**config.mk**
```make
export PLATFORM = sky130hd
export DESIGN_NAME = bcd_calc_engine
export DESIGN_NICKNAME = d
export VERILOG_FILES = /design/src/rtl/bcd_calc_engine.sv
export SDC_FILE = /design/constraint.sdc
export NUM_CORES = 1
export LEC_CHECK = 0
export ABC_AREA = 1
export BUFFER_PORTS_ARGS = -buffer_cell sky130_fd_sc_hd__buf_2
export CORE_ASPECT_RATIO = 1.75
export CORE_UTILIZATION = 55
export CTS_CLUSTER_SIZE = 14
export DETAILED_ROUTE_END_ITERATION = 10
export HOLD_SLACK_MARGIN = 0.03
export PLACE_DENSITY = 0.73
export SKIP_CTS_REPAIR_TIMING = 1
export SLEW_MARGIN = 20
export SYNTH_ARGS = -nofsm -noshare
export SYNTH_HDL_FRONTEND = slang
export SYNTH_SLANG_ARGS = --single-unit
```
**constraint.sdc**
```tcl
create_clock -name clock -period 2.6 [get_ports clock]
set_clock_uncertainty 0.1 [all_clocks]
set_input_delay 0.78 -clock clock [delete_from_list [all_inputs] [get_ports clock]]
set_output_delay 0.78 -clock clock [all_outputs]
set_load 0.01 [all_outputs]
```
**src/rtl/bcd_calc_engine.sv**
```systemverilog
// rtl/bcd_calc_engine.sv - signed BCD entry registers with a digit-serial add/subtract engine
// Optional memory register is built when CALC_MEMORY_EN is defined.
module bcd_calc_engine #(
   parameter int DIGITS = 4
) (
   input  logic                  clock,
   input  logic                  reset_n,
   input  logic                  dig_strobe,
   input  logic [3:0]            dig_code,
   input  logic                  op_strobe,
   input  logic [1:0]            op_code,
   input  logic                  ex_strobe,
   input  logic                  bksp_strobe,
   input  logic                  clear_strobe,
   input  logic                  ms_strobe,
   input  logic                  mr_strobe,
   input  logic                  mc_strobe,
   output logic [4*DIGITS-1:0]   disp_bcd,
   output logic                  disp_neg,
   output logic [1:0]            disp_sel,
   output logic                  busy,
   output logic                  done,
   output logic                  overflow,
   output logic                  mem_valid
);
   localparam int W  = 4 * DIGITS;
   localparam int CW = $clog2(DIGITS + 1);
   localparam logic [CW-1:0] FULL = CW'(DIGITS);
   localparam logic [CW-1:0] LAST = CW'(DIGITS - 1);

   typedef enum logic [2:0] {S_A, S_B, S_ADD, S_FIX, S_RES} state_t;

   state_t          state_q;
   logic [W-1:0]    a_q, b_q, res_q, x_q, y_q;
   logic [CW-1:0]   a_cnt_q, b_cnt_q, idx_q;
   logic            a_neg_q, res_neg_q, op_q, carry_q, diff_q;
   logic            busy_q, done_q, ovf_q;

   logic [4:0]      add_sum, fix_sum;
   logic            add_cy, fix_cy, src_neg, diff_d;
   logic [3:0]      add_dig, fix_dig;
   logic [W-1:0]    add_res_d, fix_res_d, src_mag;

   function automatic logic [CW-1:0] sig_digits(input logic [W-1:0] v);
      sig_digits = '0;
      for (int i = 0; i < DIGITS; i++)
         if (v[4*i +: 4] != 4'd0) sig_digits = CW'(i + 1);
   endfunction

   function automatic logic [W-1:0] nines(input logic [W-1:0] v);
      nines = '0;
      for (int i = 0; i < DIGITS; i++)
         nines[4*i +: 4] = 4'd9 - v[4*i +: 4];
   endfunction

   // One BCD digit per clock: operands drain from the bottom, results enter at the top.
   always_comb begin
      add_sum   = {1'b0, x_q[3:0]} + {1'b0, y_q[3:0]} + {4'd0, carry_q};
      add_cy    = add_sum > 5'd9;
      add_dig   = add_cy ? 4'(add_sum - 5'd10) : add_sum[3:0];
      add_res_d = {add_dig, res_q[W-1:4]};
      fix_sum   = {1'b0, 4'd9 - res_q[3:0]} + {4'd0, carry_q};
      fix_cy    = fix_sum > 5'd9;
      fix_dig   = fix_cy ? 4'(fix_sum - 5'd10) : fix_sum[3:0];
      fix_res_d = {fix_dig, res_q[W-1:4]};
      src_mag   = (state_q == S_RES) ? res_q : a_q;
      src_neg   = (state_q == S_RES) ? res_neg_q : a_neg_q;
      diff_d    = src_neg ^ op_q;
   end

   always_comb begin
      disp_bcd = b_q;
      disp_neg = 1'b0;
      disp_sel = 2'b01;
      case (state_q)
         S_A:     begin disp_bcd = a_q;   disp_neg = a_neg_q;   disp_sel = 2'b00; end
         S_RES:   begin disp_bcd = res_q; disp_neg = res_neg_q; disp_sel = 2'b10; end
         default: ;
      endcase
   end

   assign busy     = busy_q;
   assign done     = done_q;
   assign overflow = ovf_q;

`ifdef CALC_MEMORY_EN
   logic [W-1:0] mem_q;
   logic         mem_neg_q, mem_valid_q;
   assign mem_valid = mem_valid_q;
`else
   logic unused_mem_strobes;
   assign unused_mem_strobes = ms_strobe ^ mr_strobe ^ mc_strobe;
   assign mem_valid = 1'b0;
`endif

   always_ff @(posedge clock or negedge reset_n) begin
      if (!reset_n) begin
         state_q   <= S_A;
         a_q       <= '0;
         b_q       <= '0;
         res_q     <= '0;
         x_q       <= '0;
         y_q       <= '0;
         a_cnt_q   <= '0;
         b_cnt_q   <= '0;
         idx_q     <= '0;
         a_neg_q   <= 1'b0;
         res_neg_q <= 1'b0;
         op_q      <= 1'b0;
         carry_q   <= 1'b0;
         diff_q    <= 1'b0;
         busy_q    <= 1'b0;
         done_q    <= 1'b0;
         ovf_q     <= 1'b0;
`ifdef CALC_MEMORY_EN
         mem_q       <= '0;
         mem_neg_q   <= 1'b0;
         mem_valid_q <= 1'b0;
`endif
      end else begin
         done_q <= 1'b0;
         if (clear_strobe) begin
            state_q   <= S_A;
            a_q       <= '0;
            b_q       <= '0;
            res_q     <= '0;
            a_cnt_q   <= '0;
            b_cnt_q   <= '0;
            idx_q     <= '0;
            a_neg_q   <= 1'b0;
            res_neg_q <= 1'b0;
            op_q      <= 1'b0;
            busy_q    <= 1'b0;
            ovf_q     <= 1'b0;
         end else begin
            case (state_q)
               S_ADD: begin
                  x_q     <= {4'd0, x_q[W-1:4]};
                  y_q     <= {4'd0, y_q[W-1:4]};
                  res_q   <= add_res_d;
                  carry_q <= add_cy;
                  idx_q   <= idx_q + CW'(1);
                  if (idx_q == LAST) begin
                     idx_q <= '0;
                     if (diff_q && !add_cy) begin
                        state_q <= S_FIX;
                        carry_q <= 1'b1;
                     end else begin
                        state_q   <= S_RES;
                        busy_q    <= 1'b0;
                        done_q    <= 1'b1;
                        ovf_q     <= !diff_q && add_cy;
                        res_neg_q <= (add_res_d == '0) ? 1'b0 : a_neg_q;
                     end
                  end
               end
               // Signs differed and A < B: ten's-complement the raw sum, sign flips.
               S_FIX: begin
                  res_q   <= fix_res_d;
                  carry_q <= fix_cy;
                  idx_q   <= idx_q + CW'(1);
                  if (idx_q == LAST) begin
                     idx_q     <= '0;
                     state_q   <= S_RES;
                     busy_q    <= 1'b0;
                     done_q    <= 1'b1;
                     res_neg_q <= (fix_res_d == '0) ? 1'b0 : !a_neg_q;
                  end
               end
               default: begin
                  if (ex_strobe) begin
                     if (state_q == S_B || (state_q == S_RES && !ovf_q)) begin
                        if (state_q == S_RES) begin
                           a_q     <= res_q;
                           a_neg_q <= res_neg_q;
                           a_cnt_q <= sig_digits(res_q);
                        end
                        x_q     <= src_mag;
                        y_q     <= diff_d ? nines(b_q) : b_q;
                        carry_q <= diff_d;
                        diff_q  <= diff_d;
                        idx_q   <= '0;
                        ovf_q   <= 1'b0;
                        busy_q  <= 1'b1;
                        state_q <= S_ADD;
                     end
                  end else if (op_strobe) begin
                     if (!op_code[1] && (state_q != S_RES || !ovf_q)) begin
                        op_q <= op_code[0];
                        if (state_q == S_RES) begin
                           a_q     <= res_q;
                           a_neg_q <= res_neg_q;
                           a_cnt_q <= sig_digits(res_q);
                        end
                        if (state_q != S_B) begin
                           b_q     <= '0;
                           b_cnt_q <= '0;
                           state_q <= S_B;
                        end
                     end
                  end else if (bksp_strobe) begin
                     if (state_q == S_A && a_cnt_q != '0) begin
                        a_q     <= {4'd0, a_q[W-1:4]};
                        a_cnt_q <= a_cnt_q - CW'(1);
                     end else if (state_q == S_B && b_cnt_q != '0) begin
                        b_q     <= {4'd0, b_q[W-1:4]};
                        b_cnt_q <= b_cnt_q - CW'(1);
                     end
                  end else if (dig_strobe) begin
                     if (dig_code <= 4'd9) begin
                        if (state_q == S_A) begin
                           a_neg_q <= 1'b0;
                           if (a_cnt_q != FULL && (a_cnt_q != '0 || dig_code != 4'd0)) begin
                              a_q     <= {a_q[W-5:0], dig_code};
                              a_cnt_q <= a_cnt_q + CW'(1);
                           end
                        end else if (state_q == S_B) begin
                           if (b_cnt_q != FULL && (b_cnt_q != '0 || dig_code != 4'd0)) begin
                              b_q     <= {b_q[W-5:0], dig_code};
                              b_cnt_q <= b_cnt_q + CW'(1);
                           end
                        end else begin
                           a_q     <= {{(W-4){1'b0}}, dig_code};
                           a_cnt_q <= (dig_code != 4'd0) ? CW'(1) : '0;
                           a_neg_q <= 1'b0;
                           b_q     <= '0;
                           b_cnt_q <= '0;
                           state_q <= S_A;
                        end
                     end
                  end
`ifdef CALC_MEMORY_EN
                  else if (ms_strobe) begin
                     mem_q       <= disp_bcd;
                     mem_neg_q   <= disp_neg;
                     mem_valid_q <= 1'b1;
                  end else if (mr_strobe) begin
                     if (mem_valid_q) begin
                        if (state_q == S_B) begin
                           b_q     <= mem_q;
                           b_cnt_q <= sig_digits(mem_q);
                           if (mem_neg_q) op_q <= !op_q;
                        end else begin
                           a_q     <= mem_q;
                           a_neg_q <= mem_neg_q;
                           a_cnt_q <= sig_digits(mem_q);
                           state_q <= S_A;
                        end
                     end
                  end else if (mc_strobe) begin
                     mem_q       <= '0;
                     mem_neg_q   <= 1'b0;
                     mem_valid_q <= 1'b0;
                  end
`endif
               end
            endcase
         end
      end
   end
endmodule

```
# Word-level counts from Yosys, hierarchy flattened
# Cells that the tools add are included.
dict set report classes {
  addsub 15
  eq_ne 34
  n_lt_le_gt_ge 3
  reduce_logical 61
  n_bitwise 4
  mux 141
}
# cell n
set ops {}
lappend ops {{$mux W16} 33}
lappend ops {{$mux W3} 49}
lappend ops {{$pmux W16 S2} 4}
lappend ops {{$mux W1} 44}
lappend ops {{$reduce_bool A4 Y1} 11}
lappend ops {{$logic_not A16 Y1} 2}
lappend ops {{$reduce_bool A3 Y1} 9}
lappend ops {{$reduce_and A10 Y1} 2}
lappend ops {{$sub A4 B4 Y4 const A} 5}
lappend ops {{$ne A3 B3 Y1 const B} 6}
lappend ops {{$reduce_and A4 Y1} 4}
lappend ops {{$ne A3 B1 Y1 const B} 4}
lappend ops {{$ne A6 B1 Y1 const B} 2}
lappend ops {{$ne A6 B4 Y1 const B} 2}
lappend ops {{$pmux W1 S2} 6}
lappend ops {{$reduce_bool A6 Y1} 2}
lappend ops {{$gt A5 B4 Y1 const B} 2}
lappend ops {{$reduce_and A5 Y1} 2}
lappend ops {{$reduce_bool A5 Y1} 2}
lappend ops {{$add A3 B1 Y3 const B} 3}
lappend ops {{$eq A3 B2 Y1 const B} 3}
lappend ops {{$logic_and A1 B1 Y1} 8}
lappend ops {{$mux W4} 2}
lappend ops {{$ne A4 B4 Y1 const B} 2}
lappend ops {{other kinds (34)} 49}
dict set report word_totals {
  elab_cells 275
  input_bits 16
  regBits 100
  out_inout_bits 23
}

# Logic depth before layout (Yosys ltp)
dict set report depth {
  depth_word 13
  depth_mapped 20
  ltp_nobuf 20
}

# Worst setup path before layout
# OpenSTA, ideal clock, no wires.
dict set report synth_timing {
  path_type {reg2reg}
  start {register x_q[0]}
  end {register res_neg_q}
  t_required_ns 2.380
  t_arrival_ns 2.193
  synth_period_minus_slack_ns 2.413
  path_stages_with_launch 12
  n_path_buf 0
  slack_ns 0.187
  setup_time_ns 0.120
  path_cell_list {dfrtp_1 fa_1 fa_1 inv_1 nand3_1 nand3_1 nand2_1 nor2_1 nand3_1 nand2_1 o21ai_0 nand2_1}
}
dict set report synth_via {
  elab_chain_len 10
  elab_cells_between_ends 15
  cone_classes {add/sub (3); order compare (1); eq/ne (1); mux (6); reduce/logical (4)}
}
# item line
set synth_lines {}
lappend synth_lines {{from (decl)} 34} ;# logic [W-1:0] a_q, b_q, res_q, x_q, y_q;
lappend synth_lines {{from (signal assigned)} 138} ;# x_q <= {4'd0, x_q[W-1:4]};
lappend synth_lines {{from (signal assigned)} 178} ;# x_q <= src_mag;
lappend synth_lines {{$add A4 B4 Y5 (*)} 58} ;# add_sum = {1'b0, x_q[3:0]} + {1'b0, y_q[3:0]} + {4'd0, carry_q};
lappend synth_lines {{$add A5 B1 Y5 (*)} 58}
lappend synth_lines {{$sub A4 B4 Y4 or $gt A5 B4 Y1 (tied branches)} {60, 59}}
lappend synth_lines {{$mux W4} 60} ;# add_dig = add_cy ? 4'(add_sum - 5'd10) : add_sum[3:0];
lappend synth_lines {{$logic_not A16 Y1} 153} ;# res_neg_q <= (add_res_d == '0) ? 1'b0 : a_neg_q;
lappend synth_lines {{$mux W1} 153}
lappend synth_lines {{$mux W1} 145} ;# if (diff_q && !add_cy) begin
lappend synth_lines {{$mux W1} 143} ;# if (idx_q == LAST) begin
lappend synth_lines {{$pmux W1 S2} 136} ;# case (state_q)
lappend synth_lines {{$mux W1} 122} ;# if (clear_strobe) begin
lappend synth_lines {{to (signal assigned)} 153}
lappend synth_lines {{to (signal assigned)} 167} ;# res_neg_q <= (fix_res_d == '0) ? 1'b0 : !a_neg_q;
lappend synth_lines {{to (decl)} 36} ;# logic a_neg_q, res_neg_q, op_q, carry_q, diff_q;
# Mark *: on every way between the ends. The rest lies on a longest branch, timed or not. The select of a mux whose other input is x is not followed.
# A chain may end at the register's enable or synchronous reset.

# Worst setup path after layout
dict set report layout_timing {
  start {register state_q[0]}
  end {output disp_bcd[11]}
}
dict set report layout_via {
  elab_chain_len 2
  elab_cells_between_ends 3
  cone_classes {eq/ne (1); mux (1); reduce/logical (1)}
}
# item line
set layout_lines {}
lappend layout_lines {{from (decl)} 33} ;# state_t state_q;
lappend layout_lines {{from (signal assigned)} 98} ;# state_q <= S_A;
lappend layout_lines {{from (signal assigned)} 123} ;# state_q <= S_A;
lappend layout_lines {{from (signal assigned)} 146} ;# state_q <= S_FIX;
lappend layout_lines {{$eq A3 B3 Y1 or $logic_not A3 Y1 (tied branches)} 75} ;# case (state_q)
lappend layout_lines {{$pmux W16 S2 (*)} 75}
lappend layout_lines {{to (decl)} 18} ;# output logic [4*DIGITS-1:0] disp_bcd,
# Mark *: on every way between the ends. The rest lies on a longest branch, timed or not.

==> summary.txt <==
Run status
  – Status: finished with violations
  – Failing checks: setup timing

Power
  – Pleak: 3.59 nW
  – Power per cell area: 945 nW/um2
  – Worst-case vdd ir drop: 0.000850 V

Floorplan
  – Starting Density: 57.0%
  – Row count: 51
  – Total core area: 11200 um2
  – Die Y: 144 um
  – I/O pins: 39
  – Die area: 12000 um2
  – Die X-Extent: 83.3 um

STA
  – Slew HR: 57.9%
  – Peak Freq: 0.384 GHz
  – RSZ-0062 raised after global routing: yes
  – Final WS setup: -0.00135 ns
  – Fin. Hold Viols: 0
  – Final setup violation count: 1
  – Post-layout min period: 2.60 ns
  – Worst Max-Slew Pin Slew: 0.631 ns
  – Fin. max-slew vios: 0
  – Crit share post-route: 100%

Synthesis
  – Ys async rst share: 100%
  – Largest area contributor in the netlist: dfrtp_1
  – Mapped Area: 6370 um2
  – Seq/Total Area, Yosys: 39.3%
  – Top post-synthesis cells by area: dfrtp_1 39%, nand2_1 13%, o21ai_0 5.8%
  – Syn. warnings: 0
  – Yosys reg bits: 100
  – Synth top cells by count: 225 x nand2_1, 100 x dfrtp_1, 93 x inv_1
  – Most used DFF post-synth: dfrtp_1
  – Post-Synthesis Cells: 853
  – Mapped Nets: 892
  – Top-area cell type share of the netlist area: 39.3%
  – Most common cell in the synthesized netlist: nand2_1
  – Unique cell type count in the Yosys netlist: 50
  – Post-synth EDFFs: 0
  – Syn Area/Cell: 7.46 um2

Critical path
  – Startpoint types: register
  – Required time worst endpoint: 1.72 ns
  – Worst-path fanout max: 11
  – Buf/Inv on CP: 3
  – Critical path type: reg2out
  – Crit-path slowest cell: dfrtp_2
  – Top Family by Delay on Critical Path: flip-flops
  – Crit-path max cell delay: 0.46 ns
  – CP Capture Type: output pin
  – Data arrival time of the critical path: 1.72 ns
  – CP Cell Sequence: inv_4, nand2_4, nor2_4, buf_12, nand2_1, o211ai_1, buf_2

Global routing
  – Initial antenna violation count: 0
  – Vias in the first global route: 6288
  – Pin count of the biggest net entering global routing: 46
  – Gr usage total: 34.4%
  – First-pass GRT wire length: 32100 um
  – GRT overflow: 0

Routing
  – DR DRC count: 0
  – Antenna viol nets, final: 0
  – Drt first pass iters: 7
  – Drt total wl: 20500 um
  – 1st-iter DRT viols: 612
  – Avg WL per Cell: 19.4 um
  – Vias after detailed routing: 6390
  – Vias per std cell: 6.07

Clock network
  – Reg clk slew, reported paths: 0.07 ns
  – CTS H-tree depth: 3
  – TritonCTS clock tree: yes
  – Insertion delay to the later sink of the worst-skew pair: 0.35 ns
  – CTS max path bufs: 2
  – Root Driver: clkbuf_16
  – CTS Buf Count: 9
  – CTS sink cnt: 100

Final layout
  – Nets: 954
  – Ratio of cells with drive above 1 in the final layout: 18.9%
  – Fill count: 954
  – Area Overhead vs Synth: 17.3%
  – Ant. Diodes: 0
  – Post-layout util: 66.9%
  – Fin cells: 1052

Min path
  – Worst hold path type: in2async

Placed design
  – Post-DP HPWL: 14800 um
  – Inst Count DP: 1021
  – Buffers on Ports: 34
  – Placer Congestion: 0.940

Job
  – # Max-Cap Violations: 0
## placed cells by master, fill, tap and decap left out, types with 7 or more instances in the layout
cell type	count
nand2_1	214
dfrtp_1	97
inv_1	89
o21ai_0	71
nor2_1	50
buf_4	49
buf_2	33
a21oi_1	31
nand3_1	31
o22ai_1	31
nand4_1	23
o211ai_1	21
o21ai_1	20
ha_1	18
a211oi_1	12
nand2_2	11
clkbuf_16	10
inv_2	9
nor2_2	7
## layer usage
layer	GRT usage, %	up-vias	wire, um
met2	58.6	273	10300
met1	41.1	3056	7860
li1	-	2991	-
met5	0	-	0
met3	4.97	70	1280
met4	20.9	0	981
## sequential cells by signal, summed over array words and instances (netlist names)
name and cells:
done 1, state_q 3, res_neg_q 1, x_q 16
b_q 16, busy 1, y_q 16, idx_q 3
a_q 16, res_q 16, carry_q 1, diff_q 1
overflow 1, a_cnt_q 3, b_cnt_q 3, op_q 1
a_neg_q 1
## where the power goes
| group | switching (mW) | leakage, nW | internal (mW) | total (mW) |
|---|---|---|---|---|
| combinational | 2.29 | 2.11 | 1.32 | 3.61 |
| sequential | 0.210 | 1.35 | 1.85 | 2.06 |
| clock | 0.634 | 0.137 | 0.757 | 1.39 |
## cells by family (layout without fill, tap and decap cells)
kind of cell	count (synthesis)	in the layout	share of synthesized area [%]
fa+ha+maj	23	23	4.76
other cells	1	1	0.0589
flops	100	100	39.3
xor+xnor	7	7	0.963
buf+inv	144	211	10.1
compound gates	213	213	20.1
simple gates	365	365	24.7
## path summary, 6_finish.rpt
| path | start | endpoint | slack [ns] | depth (start not counted) |
|---|---|---|---|---|
| max | state_q[0] | disp_bcd[11] | -0.001 | 7 |
| min | reset_n | done | 0.33 | 1 |
| max reg2reg | y_q[0] | res_neg_q | 0.03 | 12 |
| min reg2reg | b_q[10] | b_q[10] | 0.38 | 2 |
| max in group asynchronous | reset_n | y_q[12] | 1.34 | 2 |
| min in group clock | b_q[10] | b_q[10] | 0.38 | 2 |
## worst register-to-register path: cells and delay by family, from the launching register on
family | cells | cell delay (ns)
simple gates | 6 | 0.45
fa+ha+maj | 2 | 1.08
flops | 1 | 0.41
buf+inv | 2 | 0.22
compound gates | 2 | 0.20
## layout make-up
| type | count | area (um2) | share of cell area, % |
|---|---|---|---|
| clock inverter | 6 | 72.6 | 0.972 |
| sequential | 100 | 2510 | 33.6 |
| inverter | 106 | 443 | 5.93 |
| tap | 132 | 165 | 2.21 |
| multi-input combinational | 609 | 3380 | 45.3 |
| clock buffer | 10 | 229 | 3.07 |
| timing repair buffer | 89 | 669 | 8.96 |
## per-stage QoR
stage               total power [mW]  setup WS, ns  instance area, um2  hold WS [ns]  TNS [ns]
floorplan                       3.98         0.187                6370         0.342         0
global placement                4.93        -0.149                6850         0.355     -2.80
detailed placement              5.04        -0.256                6850         0.359     -4.75
CTS                             6.44        -0.204                7160         0.358     -2.73
global route                    7.45       -0.0713                7470         0.377    -0.317
finish                          7.05      -0.00135                7470         0.333  -0.00135
Power figures use the tool's default switching activity.
